--- src/rtl/c64_video_pkg.sv ---
// Shared constants for the C64 composite video path: palette tables, burst hues and encoder states.
package c64_video_pkg;

    localparam int CNT_W = 10;

    localparam logic [4:0] BURST_HUE_EVEN = 5'd12;
    localparam logic [4:0] BURST_HUE_ODD  = 5'd20;

    typedef enum logic [2:0] {
        ST_SYNC      = 3'd0,
        ST_BREEZEWAY = 3'd1,
        ST_BURST     = 3'd2,
        ST_PORCH     = 3'd3,
        ST_ACTIVE    = 3'd4
    } state_e;

    // Luma is kept at or below 47 so rf_modulator's +16 chroma offset stays within 6 bits.
    localparam logic [5:0] palette_luma [16] = '{
        6'd12, 6'd47, 6'd22, 6'd38, 6'd25, 6'd32, 6'd18, 6'd42,
        6'd25, 6'd18, 6'd32, 6'd22, 6'd29, 6'd42, 6'd29, 6'd36
    };

    localparam logic [4:0] palette_hue [16] = '{
        5'd0,  5'd0,  5'd4,  5'd20, 5'd1,  5'd26, 5'd14, 5'd30,
        5'd6,  5'd8,  5'd4,  5'd0,  5'd0,  5'd26, 5'd14, 5'd0
    };

    localparam logic palette_chroma_en [16] = '{
        1'b0, 1'b0, 1'b1, 1'b1, 1'b1, 1'b1, 1'b1, 1'b1,
        1'b1, 1'b1, 1'b1, 1'b0, 1'b0, 1'b1, 1'b1, 1'b0
    };

endpackage

--- src/rtl/composite_palette.sv ---
// Combinational palette lookup: C64 colour index to luma level, hue step and chroma enable.
module composite_palette
    import c64_video_pkg::*;
(
    input  logic [3:0] pixel,
    output logic [5:0] luma,
    output logic [4:0] hue,
    output logic       chroma_en
);

    assign luma      = palette_luma[pixel];
    assign hue       = palette_hue[pixel];
    assign chroma_en = palette_chroma_en[pixel];

endmodule

--- src/rtl/composite_encoder.sv ---
// Composite line encoder: sync/blank levels, PAL burst with V-switch, and 1-bit chroma.
//   state        | meaning
//   ST_SYNC      | sync tip, waiting for hsync to fall
//   ST_BREEZEWAY | blank level, counting down to burst start
//   ST_BURST     | blank level plus colour burst, counting down burst length
//   ST_PORCH     | blank level, waiting for blank to drop
//   ST_ACTIVE    | palette luma and chroma
module composite_encoder
    import c64_video_pkg::*;
#(
    parameter int         BREEZEWAY_CYC = 128,
    parameter int         BURST_CYC     = 320,
    parameter logic [5:0] BLANK_LEVEL   = 6'd12,
    parameter logic [5:0] SYNC_LEVEL    = 6'd0
) (
    input  logic       clk_142mhz,
    input  logic       rst,
    input  logic [3:0] pixel,
    input  logic       hsync,
    input  logic       vsync,
    input  logic       blank,
    output logic [5:0] luma,
    output logic       color,
    output logic       line_odd
);

    localparam logic [CNT_W-1:0] BREEZEWAY_LOAD = CNT_W'(BREEZEWAY_CYC - 1);
    localparam logic [CNT_W-1:0] BURST_LOAD     = CNT_W'(BURST_CYC - 1);

    state_e           state_q, state_d;
    logic [CNT_W-1:0] cnt_q, cnt_d;
    logic [4:0]       phase_q, phase_d;
    logic             hsync_q, hsync_d;
    logic             vsync_q, vsync_d;
    logic             line_odd_q, line_odd_d;
    logic [5:0]       luma_q, luma_d;
    logic             color_q, color_d;

    logic       hsync_rise, hsync_fall, vsync_rise;
    logic [5:0] pal_luma;
    logic [4:0] pal_hue;
    logic       pal_chroma_en;
    logic [4:0] hue_eff, chroma_sum, burst_sum;

    composite_palette u_palette (
        .pixel     (pixel),
        .luma      (pal_luma),
        .hue       (pal_hue),
        .chroma_en (pal_chroma_en)
    );

    always_comb begin
        hsync_rise = hsync & ~hsync_q;
        hsync_fall = ~hsync & hsync_q;
        vsync_rise = vsync & ~vsync_q;
        hsync_d    = hsync;
        vsync_d    = vsync;
        phase_d    = phase_q + 5'd1;
        line_odd_d = line_odd_q;
        // Frame alignment wins over the per-line toggle.
        if (vsync_rise) begin
            line_odd_d = 1'b0;
        end else if (hsync_rise) begin
            line_odd_d = ~line_odd_q;
        end
    end

    always_comb begin
        state_d = state_q;
        cnt_d   = cnt_q;
        if (hsync_rise) begin
            state_d = ST_SYNC;
            cnt_d   = '0;
        end else begin
            unique case (state_q)
                ST_SYNC: begin
                    if (hsync_fall) begin
                        state_d = ST_BREEZEWAY;
                        cnt_d   = BREEZEWAY_LOAD;
                    end
                end
                ST_BREEZEWAY: begin
                    if (cnt_q == '0) begin
                        state_d = ST_BURST;
                        cnt_d   = BURST_LOAD;
                    end else begin
                        cnt_d = cnt_q - 1'b1;
                    end
                end
                ST_BURST: begin
                    if (cnt_q == '0) begin
                        state_d = ST_PORCH;
                    end else begin
                        cnt_d = cnt_q - 1'b1;
                    end
                end
                ST_PORCH: begin
                    if (!blank) state_d = ST_ACTIVE;
                end
                ST_ACTIVE: begin
                    if (blank) state_d = ST_PORCH;
                end
                default: state_d = ST_PORCH;
            endcase
        end
    end

    always_comb begin
        // Odd lines run the chroma phase backwards: (32 - hue) mod 32.
        hue_eff    = line_odd_q ? (5'd0 - pal_hue) : pal_hue;
        chroma_sum = phase_q + hue_eff;
        burst_sum  = phase_q + (line_odd_q ? BURST_HUE_ODD : BURST_HUE_EVEN);
        luma_d     = BLANK_LEVEL;
        color_d    = 1'b0;
        unique case (state_q)
            ST_SYNC:   luma_d = SYNC_LEVEL;
            ST_BURST:  color_d = burst_sum[4];
            ST_ACTIVE: begin
                luma_d  = pal_luma;
                color_d = pal_chroma_en & chroma_sum[4];
            end
            default: ;
        endcase
    end

    always_ff @(posedge clk_142mhz) begin
        if (rst) begin
            state_q    <= ST_PORCH;
            cnt_q      <= '0;
            phase_q    <= '0;
            hsync_q    <= 1'b0;
            vsync_q    <= 1'b0;
            line_odd_q <= 1'b0;
            luma_q     <= '0;
            color_q    <= 1'b0;
        end else begin
            state_q    <= state_d;
            cnt_q      <= cnt_d;
            phase_q    <= phase_d;
            hsync_q    <= hsync_d;
            vsync_q    <= vsync_d;
            line_odd_q <= line_odd_d;
            luma_q     <= luma_d;
            color_q    <= color_d;
        end
    end

    assign luma     = luma_q;
    assign color    = color_q;
    assign line_odd = line_odd_q;

endmodule

--- config.mk ---
export PLATFORM = sky130hd
export DESIGN_NAME = composite_encoder
export DESIGN_NICKNAME = d
export VERILOG_FILES = /design/src/rtl/c64_video_pkg.sv /design/src/rtl/composite_palette.sv /design/src/rtl/composite_encoder.sv
export SDC_FILE = /design/constraint.sdc
export NUM_CORES = 1
export LEC_CHECK = 0
export BUFFER_PORTS_ARGS = -buffer_cell sky130_fd_sc_hd__buf_2
export CAP_MARGIN = 20
export CORE_ASPECT_RATIO = 0.8
export CORE_UTILIZATION = 63
export CTS_CLUSTER_SIZE = 16
export DETAILED_ROUTE_END_ITERATION = 8
export PLACE_DENSITY = 0.94
export RECOVER_POWER = 100
export SLEW_MARGIN = 5
export SYNTH_ARGS = -nofsm -noshare
export SYNTH_HDL_FRONTEND = slang
export SYNTH_SLANG_ARGS = --single-unit
export TNS_END_PERCENT = 50
--- constraint.sdc ---
create_clock -name clk_142mhz -period 3.5 [get_ports clk_142mhz]
set_input_delay 0.35 -clock clk_142mhz [delete_from_list [all_inputs] [get_ports clk_142mhz]]
set_output_delay 0.35 -clock clk_142mhz [all_outputs]
set_load 0.05 [all_outputs]
Yosys cells after proc, flatten, opt, wreduce, memory -nomap -nowiden

Memory sizes are Yosys's and may differ from the RTL's.
Index checks and enable logic that the tools add are counted.

Register bits: 28
Bits in read-only memories: 192
Input port bits: 9
Output and inout port bits: 8
Logic and storage cells: 71
Memories kept: 3

Add/subtract/negate cells: 5
Order comparisons: 1
Eq/ne operators: 15
Mux-type cells: 21
Bitwise gates (word level): 9
Reductions and logical operators: 8

Memories:

| name             | words | width | rd ports | clocked after Yosys merged registers in | wr ports | line                    | source |
|---|---|---|---|---|---|---|---|
| (name not given) | 16    | 6     | 1        | 0                                       | 0        | composite_palette.sv:11 | `assign luma = palette_luma[pixel];` |
| (name not given) | 16    | 5     | 1        | 0                                       | 0        | composite_palette.sv:12 | `assign hue = palette_hue[pixel];` |
| (name not given) | 16    | 1     | 1        | 0                                       | 0        | composite_palette.sv:13 | `assign chroma_en = palette_chroma_en[pixel];` |

Operator list:

| cell                                                                  | count |
|---|---|
| 10-bit 2-to-1 mux                                                     | 3 |
| 10-bit one-hot mux with 3 select lines                                | 1 |
| 5-bit 2-to-1 mux                                                      | 4 |
| 3-bit 2-to-1 mux                                                      | 5 |
| 3-bit inequality test (second input constant)                         | 5 |
| 3-bit one-hot mux with 5 select lines                                 | 1 |
| 6-bit 2-to-1 mux                                                      | 2 |
| 2-bit inequality test (second input constant)                         | 6 |
| 6-bit one-hot mux with 2 select lines                                 | 1 |
| 5-bit adder                                                           | 2 |
| 10-bit zero test                                                      | 1 |
| 5-bit AND reduction                                                   | 2 |
| 10-bit by 1-bit subtractor with 10-bit output (second input constant) | 1 |
| 3-bit by 2-bit == test with 1-bit output (second input constant)      | 2 |
| 5-bit by 1-bit adder with 5-bit output (second input constant)        | 1 |
| 5-bit greater-or-equal comparator (second input constant)             | 1 |
| 4-bit NOT with 5-bit output                                           | 1 |
| 1-bit by 5-bit subtractor with 5-bit output (first input constant)    | 1 |
| 1-bit bitwise AND                                                     | 4 |
| 1-bit NOT                                                             | 4 |
| 2-bit OR reduction                                                    | 2 |
| 3-bit by 1-bit == test with 1-bit output (second input constant)      | 1 |
| 3-bit == test (second input constant)                                 | 1 |
| 3-bit zero test                                                       | 1 |
| other kinds (5)                                                       | 6 |

Logic depth before layout (Yosys ltp)

Gate-level depths: netlist of run 1.

Depth after elaboration: 9
Gate-level depth with buffers: 13
Mapped depth without buffers: 13

Hierarchy

From an unflattened synthesis of run 1, not the netlist that was laid out.

Cells, all modules: 224
Area, all modules: 1,863.0 um2

By module, submodules not included:

| module            | times used | cells each | area an instance (um2) | seq. area each (um2) |
|---|---|---|---|---|
| composite_encoder | 1          | 174        | 1,522.7                | 560.5 |
| composite_palette | 1          | 50         | 340.3                  | 0.0 |

Worst setup path before layout of run 1

No wires, ideal clock.

Kind: input to register
Start point: in pixel[2]
End point: reg color_q (netlist: color)
Setup time: 0.116 ns
Arrival time: 2.322 ns
Required time: 3.384 ns
Path slack: 1.062 ns
Stages on the path: 13
Buffers on the path: 2
Cell sequence: clkbuf_1 -> buf_1 -> nand2_1 -> nand2_1 -> a21oi_1 -> ha_1 -> nor2_1 -> a21oi_1 -> ha_1 -> a41oi_1 -> o21ai_0 -> xnor2_1 -> o21ai_1

Longest elaborated chain between the ends: 9
Elaborated cells between the ends (all ways): 12
Classes of those cells: 2 x add/sub; 6 x mux; 2 x bitwise; 2 x memory

Ends and longest elaborated chain:

| item                                                  | line                                             | source |
|---|---|---|
| from (decl)                                           | composite_encoder.sv:18                          | `input logic [3:0] pixel,` |
| 4-bit NOT with 5-bit output (not written as such) (*) | composite_palette.sv:12, composite_palette.sv:13 |  |
| memory read 16 x 5 bit                                | -                                                |  |
| 5-bit 2-to-1 mux (not written as such) (2 in series)  | composite_palette.sv:12                          |  |
| 1-bit by 5-bit subtractor with 5-bit output           | composite_encoder.sv:110                         | `hue_eff = line_odd_q ? (5'd0 - pal_hue) : pal_hue;` |
| 5-bit 2-to-1 mux                                      | composite_encoder.sv:110                         |  |
| 5-bit adder                                           | composite_encoder.sv:111                         | `chroma_sum = phase_q + hue_eff;` |
| 1-bit bitwise AND (*)                                 | composite_encoder.sv:120                         | `color_d = pal_chroma_en & chroma_sum[4];` |
| 1-bit one-hot mux with 2 select lines (*)             | composite_encoder.sv:115                         | `unique case (state_q)` |
| to (signal assigned)                                  | composite_encoder.sv:144                         | `color_q <= color_d;` |
| to (decl)                                             | composite_encoder.sv:37                          | `logic color_q, color_d;` |

Every way passes the cells marked *; elsewhere a longest branch is shown, timed or not. The select of a mux whose other input is x is not followed.
A chain may end at the register's enable or synchronous reset.

Final worst setup path of run 1

Ends and elaborated chain as after synthesis.

==> results.toml, run 1 <==
[yosys]
yosys_warnings = 0
syn_avg_cell_area_sq_um = 8.33
syn_nets = 234
synth_area_sq_mm = 0.00176
synth_cell_types = 41
postSynthCellCount = 211
synth_seq_area_share = 0.319
ys_seq_elements = 28

[final_layout]
syn_to_final_growth_pct = 5.62
diodes = 0
final_nets = 247
utilization = 0.730
drive_gt1_frac = 0.0717
design_area_sq_mm = 0.00186
nFillCells = 233

[global_routing]
track_usage = 0.270
antenna_found_initial = 0
grt_pass1_wl_mm = 6.12
grt_overflow = 0
grt_pass1_vias = 1379
grt_max_degree = 21

[run_status]
outcome = "completed"

[route]
wire_per_inst_um = 13.7
dr.first_iter.drc_count = 89
drc = 0
num_vias = 1535
via_per_inst = 5.93
ant_nets = 0
wirelength_mm = 3.56
drtPass1Iterations = 4

[worst_setup_path]
cp.depth = 13
slowest_stage = "clkbuf_1"
critical_path_class = "input port to flop"
crit_start = "pixel[2]"
critPathCapture = "color"
worstPathArrival_ns = 2.94
critical_path.top_delay_family = "buffers and inverters"
endpoint_kind = "flop"
worstPathCellList = "clkbuf_1 -> inv_1 -> nand2_1 -> nand2_1 -> a21oi_1 -> ha_1 -> nor2_1 -> a21oi_1 -> ha_1 -> a41oi_1 -> o21ai_0 -> xnor2_1 -> o21ai_0"
r2r_slack_ns = 1.10
timing.rr.end = "cnt_q[3]"
cp_max_fo = 17
cp_num_buf_inv = 2
r2r_cells = 8
timing.rr.start = "cnt_q[0]"
start_kind = "input port"
worstPathRequired_ns = 3.76
cpPeakStageDelay_ns = 0.55

[sta]
fin_setup_tns_ns = 0
period_needed_ns = 2.67
finClkSkew_ns = 0.00731
fmax_ghz = 0.374
tightest_slew_ns = 0.746
setup_violations = 0
maxSlewHeadroom = 0.503
slew_viol_final = 0
fin_crit_sh = 0.764
rsz0062_at_grt = "false"
hold_viol_final = 0

[clock_network]
clk_pin_slew_ns = 0.15
htreeDepth = 1
cts_tree = "yes"
cts-root-buf = "clkbuf_4"
cts.repair.resized = 0
max-clock-path-buffers = 2
clk_latency_ns = 0.33
cts_setup_buffers = 0
cts_hold_buf = 0
cts_buffers = 3
cts_sinks = 28

[floorplan]
io_pins = 17
die_y_um = 49.2
dieArea_sq_mm = 0.00301
core_area_sq_mm = 0.00254
initial_utilization = 0.691
die_w_um = 61.1
rows = 16

[power]
p_per_area_mw_per_mm2 = 507
worst_ir_drop_vdd_uv = 371
leakage_nw = 0.718

[placed_design]
hpwl_mm = 2.65
placedInstanceArea_sq_mm = 0.00185
place_congestion = 0.902
port_buffers = 16

[run]
maxCapViolCount = 0

[worst_hold_path]
hold_class = "input port to flop"
## worst min path at each step
stage,start,end,cells past startpoint
4_1_cts,vsync,vsync_q,2
5_1_grt,vsync,vsync_q,2
2_1_floorplan,rst,phase_q[1],1
3_5_place_dp,phase_q[0],phase_q[0],1
6_report,blank,state_q[2],2
3_3_place_gp,phase_q[0],phase_q[0],1
## synthesized netlist by cell type, drive strengths merged
master / count / area, sq um
dfxtp: 28 / 561
nor2: 21 / 78.8
a21oi: 18 / 93.8
nand2: 17 / 63.8
ha: 14 / 175
nor2b: 10 / 62.6
inv: 9 / 33.8
xnor2: 9 / 78.8
o21ai: 8 / 40.0
a211oi: 7 / 52.6
a31oi: 7 / 43.8
nor3: 7 / 46.3
a311oi: 6 / 58.8
clkbuf: 6 / 22.5
nand2b: 6 / 37.5
or4: 4 / 33.8
mux2i: 3 / 30.0
nand3: 3 / 15.0
o211ai: 3 / 22.5
xor2: 3 / 26.3
a31o: 2 / 17.5
buf: 2 / 7.51
nand3b: 2 / 15.0
o311ai: 2 / 17.5
or2: 2 / 12.5
or3: 2 / 12.5
a211o: 1 / 8.76
a21o: 1 / 7.51
a41oi: 1 / 8.76
and3: 1 / 6.26
clkinv: 1 / 3.75
mux2: 1 / 11.3
mux4: 1 / 22.5
nor3b: 1 / 7.51
or2b: 1 / 8.76
or4b: 1 / 13.8
## routing by layer
layer  global-route usage  wire length, um  vias up
met2                0.406             1500       47
met5                    0                0        -
met3               0.0637              207        4
met4               0.0492               22        0
met1                0.393             1820      703
li1                     -                -      781
## placed cells by master (no fill, tap or decap), drive strengths merged, types with 2 or more instances in the layout
master  netlist  layout
a31oi         7       7
nand2        17      17
a31o          2       2
xnor2         9       9
nor2         21      21
or3           2       2
nand3         3       3
xor2          3       3
ha           14      14
clkbuf        6      15
nand3b        2       2
mux2i         3       3
or2           2       2
buf           2       5
o21ai         8       8
inv           9       9
o211ai        3       3
o311ai        2       2
nor3          7       7
dfxtp        28      28
or4           4       4
nand2b        6       6
a311oi        6       6
a21oi        18      18
a211oi        7       7
nor2b        10      10
## final cells by class
type / count / area (sq um) / share of cell area
clock buffer: 4 / 36.3 / 0.0195
inverter: 10 / 37.5 / 0.0202
multi-input combinational: 165 / 1110 / 0.598
sequential: 28 / 561 / 0.302
tap: 36 / 45.0 / 0.0243
timing repair buffer: 16 / 66.3 / 0.0357
## cells by family after synthesis
| logic type | Yosys count | synth area share |
|---|---|---|
| XOR/XNOR | 12 | 0.0598 |
| multiplexers | 5 | 0.0363 |
| AO/OA/AOI/OAI | 56 | 0.211 |
| adder cells (fa/ha/maj) | 14 | 0.0996 |
| AND/OR/NAND/NOR | 78 | 0.236 |
| flip-flops | 28 | 0.319 |
| buffers and inverters | 18 | 0.0384 |
## registers in the layout, summed over array words and instances (netlist names)
name      flops
cnt_q        10
luma          6
phase_q       5
state_q       3
color         1
hsync_q       1
line_odd      1
vsync_q       1
## power breakdown
group | switching (mW) | total, mW | internal, mW
sequential | 0.0445 | 0.400 | 0.356
combinational | 0.232 | 0.384 | 0.153
clock | 0.0922 | 0.156 | 0.0638
total | 0.368 | 0.941 | 0.572
## per-stage QoR
| stage | cells | hold slack [ns] | worst slack, ns | total power, mW |
|---|---|---|---|---|
| floorplan | 211 | 0.422 | 1.06 | 0.729 |
| global placement | 255 | 0.449 | 0.767 | 0.794 |
| detailed placement | 255 | 0.457 | 0.723 | 0.808 |
| CTS | 259 | 0.231 | 1.09 | 0.964 |
| global route | 259 | 0.212 | 0.522 | 1.02 |
| finish | 259 | 0.237 | 0.827 | 0.941 |
Note: power is estimated with default switching activity, not from simulation.
==> inputs of run 2 (changes only) <==
--- a/config.mk
+++ b/config.mk
@@ -5,13 +5,14 @@
 export SDC_FILE = /design/constraint.sdc
 export NUM_CORES = 1
 export LEC_CHECK = 0
+export ABC_AREA = 1
 export BUFFER_PORTS_ARGS = -buffer_cell sky130_fd_sc_hd__buf_2
 export CAP_MARGIN = 20
 export CORE_ASPECT_RATIO = 0.8
-export CORE_UTILIZATION = 63
+export CORE_UTILIZATION = 59
 export CTS_CLUSTER_SIZE = 16
 export DETAILED_ROUTE_END_ITERATION = 8
-export PLACE_DENSITY = 0.94
+export PLACE_DENSITY = 0.89
 export RECOVER_POWER = 100
 export SLEW_MARGIN = 5
 export SYNTH_ARGS = -nofsm -noshare
==> constraint.sdc (replaced) <==
create_clock -name clk_142mhz -period 2.5 [get_ports clk_142mhz]
set_input_delay 0.25 -clock clk_142mhz [delete_from_list [all_inputs] [get_ports clk_142mhz]]
set_output_delay 0.25 -clock clk_142mhz [all_outputs]
set_load 0.05 [all_outputs]
==> results.toml, run 2 <==
[worst_setup_path]
cp_num_buf_inv = 4
critical_path_class = "input port to flop"
cpPeakStageDelay_ns = 0.30
slowest_stage = "ha_1"
cp_max_fo = 3
critical_path.top_delay_family = "adder cells"
worstPathArrival_ns = 2.39
worstPathCellList = "buf_2 -> inv_1 -> ha_1 -> inv_1 -> nand2_1 -> inv_1 -> o21ai_1 -> nand2_1 -> ha_1 -> nand2_1 -> o21ai_0 -> ha_1 -> nand2_1 -> o21bai_1 -> a31oi_1 -> nand3_1 -> nand3_1 -> a21oi_1"
worstPathRequired_ns = 2.66
start_kind = "input port"
cp_common_cell = "nand2_1"
endpoint_kind = "flop"

[route]
dr_wl_met3_um = 363
wl_met2_mm = 1.71
top_layer = "met4"
drtPass1Iterations = 4
wire_per_inst_um = 12.7
m1WireLength_mm = 2.10
via_per_inst = 5.46
num_vias = 1803
dr.first_iter.drc_count = 303
wirelength_mm = 4.19
drc = 0
ant_nets = 0

[yosys]
postSynthCellCount = 270
ys.flop_type = "dfxtp_1"
synth_seq_area_share = 0.304
syn_nets = 293
yosys_warnings = 0
yosysMostFrequentCell = "nand2_1"
yosys.area.top_type = "dfxtp_1"
synth_commonest_cells = "53 x nand2_1, 35 x nor2_1, 31 x inv_1"
syn_avg_cell_area_sq_um = 6.83
ys_seq_elements = 28
yosys-top-cells-area = "dfxtp_1 30%, nand2_1 11%, ha_1 9.5%, a21oi_1 7.3%, nor2_1 7.1%"
synthArstFlopShare = 0
synth_edf_count = 0
synth_cell_types = 34
synth_area_sq_mm = 0.00184
yosysTopAreaCellShare = 0.304

[power]
power.total_mw = 2.29
worst_ir_drop_vdd_uv = 567
leakage_nw = 0.955
swShare = 0.472
p_int_mw = 1.21
p_per_area_mw_per_mm2 = 1130
power.share.combinational = 0.548
p_sw_mw = 1.08
p_seq_frac = 0.293
p_clk_frac = 0.159

[floorplan]
die_w_um = 64.5
core_area_sq_mm = 0.00287
die_y_um = 52.0
io_pins = 17
rows = 17
dieArea_sq_mm = 0.00335
initial_utilization = 0.642

[global_routing]
grt_max_degree = 17
antenna_found_initial = 0
track_usage = 0.278
grt_pass1_wl_mm = 7.08
grt_overflow = 0
grt_pass1_vias = 1496

[final_layout]
largest_reg_flops = 10
design_area_sq_mm = 0.00203
syn_to_final_growth_pct = 9.84
layout_common_cells = "55 x nand2_1, 36 x nor2_1, 31 x inv_1"
regMostFlops = "cnt_q"
drive_gt1_frac = 0.0890
final_nets = 316
utilization = 0.705
fin_cells = 330
layout_commonest_cell = "nand2_1"
diodes = 0

[placed_design]
placedInstanceArea_sq_mm = 0.00199
hpwl_mm = 3.13
dp_cells = 326
port_buffers = 16
pre_cts_ws_ns = -0.0200
place_congestion = 0.916

[sta]
hold_viol_final = 0
whs_ns = 0.172
period_needed_ns = 2.23
fmax_ghz = 0.449
tightest_slew_ns = 0.621
setup_violations = 0
rsz0062_at_grt = "false"
maxSlewHeadroom = 0.588
fin_setup_tns_ns = 0
setup_ws_ns = 0.273
slew_viol_final = 0
finClkSkew_ns = 0.00614
fin_crit_sh = 0.891

[run]
maxCapViolCount = 0

[clock_network]
clk_latency_ns = 0.28
htreeDepth = 1
clk_pin_slew_ns = 0.10
cts_hold_buf = 0
cts_tree = "yes"
cts_sinks = 28
max-clock-path-buffers = 2
cts_buffers = 3
cts-root-buf = "clkbuf_8"

[worst_hold_path]
hold_class = "input port to flop"

[run_status]
outcome = "completed"
[run 2: cells by family (layout without fill, tap and decap cells)]
group / after synthesis / in the layout / share of synthesized area
DFF: 28 / 28 / 0.304
AOI/OAI and AO/OA: 61 / 61 / 0.193
xor gates and xnor gates: 8 / 8 / 0.0380
buffers and inverters: 38 / 60 / 0.0828
and+or+nand+nor: 121 / 121 / 0.287
adders and majority gates: 14 / 14 / 0.0950
[run 2: worst reg2reg max path, stage by stage (launching register included)]
cell,delay (ns)
dfxtp_1,0.36
inv_1,0.10
ha_1,0.22
nand2_1,0.18
nor2_4,0.13
nand2_1,0.11
o211ai_2,0.46
inv_4,0.12
o21ai_0,0.17
nor2_1,0.06
[run 2: path summary, 6_finish.rpt]
check        startpoint         end  slack [ns]  cells after the start
min reg2reg  phase_q[0]  phase_q[0]        0.48                      1
max            pixel[0]       color        0.27                     18
min               vsync     vsync_q        0.17                      3
max reg2reg    cnt_q[0]    cnt_q[9]        0.49                      9
[run 2: power by group through the flow]
| stage | clock (mW) | sequential, mW | combinational (mW) |
|---|---|---|---|
| global placement | 0 | 0.677 | 1.29 |
| global route | 0.386 | 0.687 | 1.41 |
| floorplan | 0 | 0.694 | 1.05 |
| CTS | 0.368 | 0.671 | 1.33 |
| detailed placement | 0 | 0.681 | 1.31 |
| finish | 0.363 | 0.672 | 1.26 |
[run 2: metal layers]
layer	up-vias	GRT usage
met5	-	0
met4	0	0.0593
met3	2	0.0526
met2	82	0.412
met1	786	0.414
li1	933	-
[run 2: cell type report]
cell class              instances  area [sq um]
multi-input cells             204          1100
fillers                       249           846
flip-flops and latches         28           561
inverters                      34           130
repair buffers                 22           114
well taps                      38          47.5
clock buffers                   3          41.3
clock inverters                 1          30.0
[run 2: timing repair]
| item | CTS | global route |
|---|---|---|
| setup buffers | 0 | 0 |
| setup endpoints to repair | 0 | 1 |
| gates resized for setup | 0 | 1 |
